$ cat config.mk
export PLATFORM = sky130hd
export DESIGN_NAME = coef_ctx_tracker
export DESIGN_NICKNAME = d
export VERILOG_FILES = /design/src/rtl/coef_ctx_tracker.sv
export SDC_FILE = /design/constraint.sdc
export NUM_CORES = 1
export LEC_CHECK = 0
export CORE_UTILIZATION = 35
export CTS_CLUSTER_DIAMETER = 60
export DETAILED_ROUTE_END_ITERATION = 16
export HOLD_SLACK_MARGIN = 0.05
export SLEW_MARGIN = 30
export SYNTH_ARGS = -nofsm -noshare
export SYNTH_HDL_FRONTEND = slang
export SYNTH_SLANG_ARGS = --single-unit
$ cat constraint.sdc
create_clock -name clk -period 3.9 [get_ports clk]
set_input_delay 0.78 -clock clk [delete_from_list [all_inputs] [get_ports clk]]
set_output_delay 0.78 -clock clk [all_outputs]
set_load 0.005 [all_outputs]
$ cat src/rtl/coef_ctx_tracker.sv
// coef_ctx_tracker: walks one 4x4 coefficient group in reverse scan order and
// tracks the HEVC greater1/greater2 coding state, emitting c1Idx/c2Idx,
// ctx_set and greater1_ctx for every nonzero coefficient.
// Optional build macro: COEF_CTX_NZ_CNT_EN (adds the nz_count output).
module coef_ctx_tracker #(
  parameter int unsigned LEVEL_W = 16,
  parameter int unsigned IDX_W   = 8,
  parameter int unsigned C1_MAX  = 8,
  parameter int unsigned C2_MAX  = 1,
  parameter int unsigned CG_SIZE = 16
) (
  input  logic               clk,
  input  logic               rst_n,
  input  logic               cg_start,
  input  logic               tu_first,
  input  logic               subset_zero,
  input  logic               is_luma,
  input  logic               coef_valid,
  input  logic [LEVEL_W-1:0] coef_abs_level,
  input  logic               coef_last,
  output logic               coef_ready,
  output logic               out_valid,
  output logic [IDX_W-1:0]   c1Idx,
  output logic [IDX_W-1:0]   c2Idx,
  output logic [2:0]         ctx_set,
  output logic [1:0]         greater1_ctx,
  output logic               cg_done,
  output logic               cg_err
`ifdef COEF_CTX_NZ_CNT_EN
  ,
  output logic [4:0]         nz_count
`endif
);

  localparam int unsigned CNT_W = $clog2(CG_SIZE + 1);

  typedef enum logic [1:0] {
    S_IDLE,
    S_RUN,
    S_DONE
  } state_t;

  state_t state_q, state_d;

  // Working coding state; the c1Idx/c2Idx/greater1_ctx ports carry the
  // pre-update snapshot of these taken on each nonzero transfer.
  logic [IDX_W-1:0] c1_q, c2_q;
  logic [1:0]       g1_q;
  logic [CNT_W-1:0] cnt_q;
  logic             prev_q;
  logic             err_q;

  logic xfer, level_nz, level_gt1, last_slot, c1_room, c2_room;

  assign xfer      = coef_valid & coef_ready;
  assign level_nz  = (coef_abs_level != '0);
  assign level_gt1 = (coef_abs_level > LEVEL_W'(1));
  assign last_slot = (cnt_q == CNT_W'(CG_SIZE - 1));
  assign c1_room   = (c1_q < IDX_W'(C1_MAX));
  assign c2_room   = (c2_q < IDX_W'(C2_MAX));

  // State register
  always_ff @(posedge clk) begin
    if (!rst_n) state_q <= S_IDLE;
    else        state_q <= state_d;
  end

  // Next-state logic and handshake
  always_comb begin
    state_d    = state_q;
    coef_ready = 1'b0;
    case (state_q)
      S_IDLE: if (cg_start) state_d = S_RUN;
      S_RUN: begin
        coef_ready = 1'b1;
        if (xfer && (coef_last || last_slot)) state_d = S_DONE;
      end
      S_DONE:  state_d = S_IDLE;
      default: state_d = S_IDLE;
    endcase
  end

  // Coding state, output snapshot and CG-end pulses
  always_ff @(posedge clk) begin
    if (!rst_n) begin
      c1_q         <= '0;
      c2_q         <= '0;
      g1_q         <= 2'd1;
      cnt_q        <= '0;
      prev_q       <= 1'b0;
      err_q        <= 1'b0;
      out_valid    <= 1'b0;
      c1Idx        <= '0;
      c2Idx        <= '0;
      ctx_set      <= '0;
      greater1_ctx <= 2'd1;
      cg_done      <= 1'b0;
      cg_err       <= 1'b0;
`ifdef COEF_CTX_NZ_CNT_EN
      nz_count     <= '0;
`endif
    end else begin
      out_valid <= 1'b0;
      cg_done   <= 1'b0;
      cg_err    <= 1'b0;
      case (state_q)
        S_IDLE: if (cg_start) begin
          c1_q         <= '0;
          c2_q         <= '0;
          g1_q         <= 2'd1;
          cnt_q        <= '0;
          err_q        <= 1'b0;
          c1Idx        <= '0;
          c2Idx        <= '0;
          greater1_ctx <= 2'd1;
          if (tu_first) prev_q <= 1'b0;
          ctx_set      <= {1'b0, is_luma & ~subset_zero, prev_q & ~tu_first};
`ifdef COEF_CTX_NZ_CNT_EN
          nz_count     <= '0;
`endif
        end
        S_RUN: if (xfer) begin
          cnt_q <= cnt_q + CNT_W'(1);
          if (last_slot && !coef_last) err_q <= 1'b1;
          if (level_nz) begin
            out_valid    <= 1'b1;
            c1Idx        <= c1_q;
            c2Idx        <= c2_q;
            greater1_ctx <= g1_q;
`ifdef COEF_CTX_NZ_CNT_EN
            nz_count     <= nz_count + 5'd1;
`endif
            if (c1_room) begin
              if (level_gt1) begin
                g1_q <= 2'd0;
                if (c2_room) c2_q <= c2_q + IDX_W'(1);
              end else if (g1_q != 2'd0 && g1_q != 2'd3) begin
                g1_q <= g1_q + 2'd1;
              end
              c1_q <= c1_q + IDX_W'(1);
            end
          end
        end
        S_DONE: begin
          cg_done <= 1'b1;
          cg_err  <= err_q;
          prev_q  <= (g1_q == 2'd0);
        end
        default: ;
      endcase
    end
  end

endmodule

==> summary.md <==
The run finished with clean final reports. Of the cells placed in the final design, the portion with a size suffix greater than 1 is 5.614%. The die covers 6448 sq um.

The min-delay analysis places its worst path in the category register to register. Leftover overflow at the end of global routing: 0. The congestion estimate from routability-driven global placement came to 0.7122.

Number of nets in the final layout: 315. For the first-pass iteration count of the detailed router, the log shows 4. For this run, global-route usage on met2 was measured as 26.07%. Number of hold buffers added after cts: 0.

The number of H-tree levels was 2. The tools report the sum of negative setup slack as 0 ps. Power spread over the standard cell area amounts to 366.1 nW/um^2.

Yosys attributes the largest share of cell area to sky130_fd_sc_hd__dfxtp_1 47%, sky130_fd_sc_hd__a21boi_1 6.3%, sky130_fd_sc_hd__nand3_1 5.8%. Registers are responsible for 51.8% of the overall power. The clock latency on the worst-skew pair came out at 310 ps.

The ratio of routed vias to standard cells is 5.097. The tree is rooted in a sky130_fd_sc_hd__clkbuf_8. For this block, the initial DRC count from the detailed router was 92.

The maximum fanout along the worst path works out to 18. Hold is met by 454.0 ps. For this run, the leading register cell type out of synthesis is sky130_fd_sc_hd__dfxtp_1.

The final setup violation count was 0; the fraction of the cycle the final worst path needs was 67.60%. The number of post-CTS setup repair buffers is 0. Ranked by instance count, the synthesized netlist is headed by 50 x sky130_fd_sc_hd__dfxtp_1, 31 x sky130_fd_sc_hd__nand2_1, 25 x sky130_fd_sc_hd__nand3_1.

Library cell with the highest instance count after synthesis: sky130_fd_sc_hd__dfxtp_1. The overall power is 1.018 mW. Across every metal layer, demand over resource in global routing totals 15.66%. For the hold violation count in the final report, the log shows 0. Pin placement for this block handled 49 I/O pins. The internal cell power came out at 0.7756 mW.

The floorplan die width came out at 80.30 um. A synthesized cell averages 8.867 sq um. sky130_fd_sc_hd__dfxtp_1 takes more of the synthesized area than any other cell.

The count of unresolved DRC violations after routing came out at 0. The leakage power was 1.013 nW. The worst-case vdd ir drop was 0.0001872 V. In the global route stage, met1 resource usage came out at 19.22%.

For the number of antenna violations at the first check in global routing, the log shows 0. Synthesis produced a netlist with a net count of 272. The tools report the element type at the critical path end as a register.

Count of input and output buffers: 47. The clock period could shrink to 2636 ps. The clock edge transition at the registers on the reported setup and hold paths works out to 90 ps. The number of violations of the max-capacitance limit was 0. Setup repair after global routing left no endpoint under its margin. In this run the deepest clock path goes through 2 buffers. The logs give 39.73% for the normalized max-slew margin and 5 for the clock buffer count from CTS. The relative area change from synthesis to final layout works out to 29.56%.

Summing over every cut layer, the via total after detailed routing is 1835. The floorplan has 28 rows. The proportion of netlist area held by the largest area contributor is 46.65%.

The layer flagged by global routing as most heavily used is met2. The tools report the startpoint class of the critical path as an input port. The area inside the core boundary was 5921 sq um; the combinational group share of total power was 11.5%. Die span in y: 80.30 um.

The routed length per instance was 12.83 um; the pin count of the biggest net entering global routing was 29. After synthesis, the share of flip-flops with an asynchronous set or reset is 0%. For this design, the sink count on the clock tree is 50. The number of pins exceeding their max-slew limit in the final report is 0, and the total half-perimeter wirelength after legalization and detailed placement is 3262 um. For the data required time of the worst path, the log shows 4140 ps.

The sequential cell area fraction in the yosys report is 46.65%. The class of the most critical setup path is input port to register. The first global-routing pass estimated 7624 um of wire. The count of cells in the finished layout, fillers not included, comes to 360. Counting tap cells, the placed design contains a total of 353 instances. In this run the register-to-register setup slack is 1890 ps. The tools report the via count of the first global-routing pass as 1666. TritonCTS built the clock tree.

The tools report the initial core utilization as 36.24%. After detailed routing, the total wire length is 4618 um. The run gives 0 as the count of antenna-violating nets left after detailed routing. Counting flops with a built-in enable in the synthesized netlist gives 0. After filler insertion, the fill cell instance count of the layout stands at 580. Count of instances resized after the clock tree is built: 0. For this design the total switching power over the nets is 0.2421 mW.

The cell count after synthesis came out at 242. After synthesis the cells add up to 2146 sq um. The logs give 2880 ps for the data arrival time at the worst-slack endpoint and 6.843 ps for the setup clock skew after layout. The number of synthesis warnings was 0. 0 antenna diodes ended up in the layout. The tools report the clock network power share as 36.8%. The number of flip-flops and latches in the synthesized netlist was 50; the switching part of the total power was 23.79%. For the number of different library cells in the post-synthesis netlist, the log shows 41.

The met3 track utilization from global routing is 3.864%. For this run, the top clock speed supported by timing is 0.3793 GHz. The slew of the pin with the lowest slew margin is 901.2 ps.
[path summary, 6_finish.rpt]
check / cells after the start / from / to
min: 2 / c2Idx[4]$_SDFFE_PN0P_ / c2Idx[4]$_SDFFE_PN0P_
max: 6 / coef_abs_level[7] / greater1_ctx[0]$_SDFFE_PN1P_
max reg2reg: 4 / state_q[0]$_SDFFE_PN0P_ / greater1_ctx[0]$_SDFFE_PN1P_
min reg2reg: 2 / c2Idx[4]$_SDFFE_PN0P_ / c2Idx[4]$_SDFFE_PN0P_
[worst max-delay path, stage by stage]
cell,delay (ps)
sky130_fd_sc_hd__clkdlybuf4s50_1,410
sky130_fd_sc_hd__nor4_1,330
sky130_fd_sc_hd__nand4_2,330
sky130_fd_sc_hd__o31ai_4,740
sky130_fd_sc_hd__nor3_1,110
sky130_fd_sc_hd__o21ai_1,160
[area by class of cell]
type                       instances  area, sq um  area share [%]
multi-input combinational        170         1050           37.76
sequential                        50         1001           36.00
timing repair buffer              50        493.0           17.73
tap                               75        93.84           3.375
clock buffer                       6        82.58           2.970
clock inverter                     1        30.03           1.080
inverter                           8        30.03           1.080
[registers in the layout, indices dropped and copies added, names as in the netlist]
register	flops
c1Idx	8
c1_q	8
c2Idx	8
c2_q	8
cg_done	1
cg_err	1
cnt_q	5
ctx_set	2
err_q	1
g1_q	2
greater1_ctx	2
out_valid	1
prev_q	1
state_q	2
[placed cells by master (no fill, tap or decap), types with 2 or more instances in the layout]
cell and instances:
sky130_fd_sc_hd__a21boi_0 5, sky130_fd_sc_hd__a21boi_1 18, sky130_fd_sc_hd__a21oi_1 6, sky130_fd_sc_hd__and2_1 3, sky130_fd_sc_hd__and3_1 9, sky130_fd_sc_hd__buf_4 3
sky130_fd_sc_hd__clkbuf_8 6, sky130_fd_sc_hd__clkdlybuf4s50_1 47, sky130_fd_sc_hd__dfxtp_1 50, sky130_fd_sc_hd__ha_1 6, sky130_fd_sc_hd__inv_1 7, sky130_fd_sc_hd__mux2i_1 3
sky130_fd_sc_hd__nand2_1 31, sky130_fd_sc_hd__nand2b_1 3, sky130_fd_sc_hd__nand3_1 25, sky130_fd_sc_hd__nand3b_1 2, sky130_fd_sc_hd__nand4_1 3, sky130_fd_sc_hd__nor2_1 16
sky130_fd_sc_hd__nor2b_1 2, sky130_fd_sc_hd__nor3_1 6, sky130_fd_sc_hd__nor4_1 3, sky130_fd_sc_hd__o21a_1 4, sky130_fd_sc_hd__o21ai_0 6, sky130_fd_sc_hd__xor2_1 3
[routing by layer]
metal  share of wire, %  vias to the layer above
met5                  0                        -
met3                4.1                        6
met1                 46                      869
met2                 48                       41
met4                1.8                        0
li1                   -                      919
[per-stage QoR]
stage	area [sq um]	util [%]	setup WS, ps
floorplan	2146	-	1649
global placement	2668	45.05	939.2
detailed placement	2668	45.05	881.7
CTS	2780	46.96	1173
global route	2780	46.96	1048
finish	2780	46.96	1264
[logic make-up (layout without fill, tap and decap cells)]
group | after synthesis | after routing | synth area share [%]
other | 1 | 1 | 0.1748
DFF | 50 | 50 | 46.65
adders and majority gates | 6 | 6 | 3.498
AOI/OAI and AO/OA | 47 | 47 | 17.03
xor gates and xnor gates | 3 | 3 | 1.225
and+or+nand+nor | 110 | 110 | 25.60
muxes | 3 | 3 | 1.399
buffers and inverters | 22 | 65 | 4.431
[power by group through the flow]
stage / combinational (mW) / sequential (mW) / clock, mW
after floorplan: 0.0707 / 0.537 / 0
after global placement: 0.117 / 0.539 / 0
after detailed placement: 0.118 / 0.539 / 0
after CTS: 0.118 / 0.527 / 0.381
after global routing: 0.130 / 0.529 / 0.402
final: 0.117 / 0.527 / 0.374
Note: power is estimated with default switching activity, not from simulation.
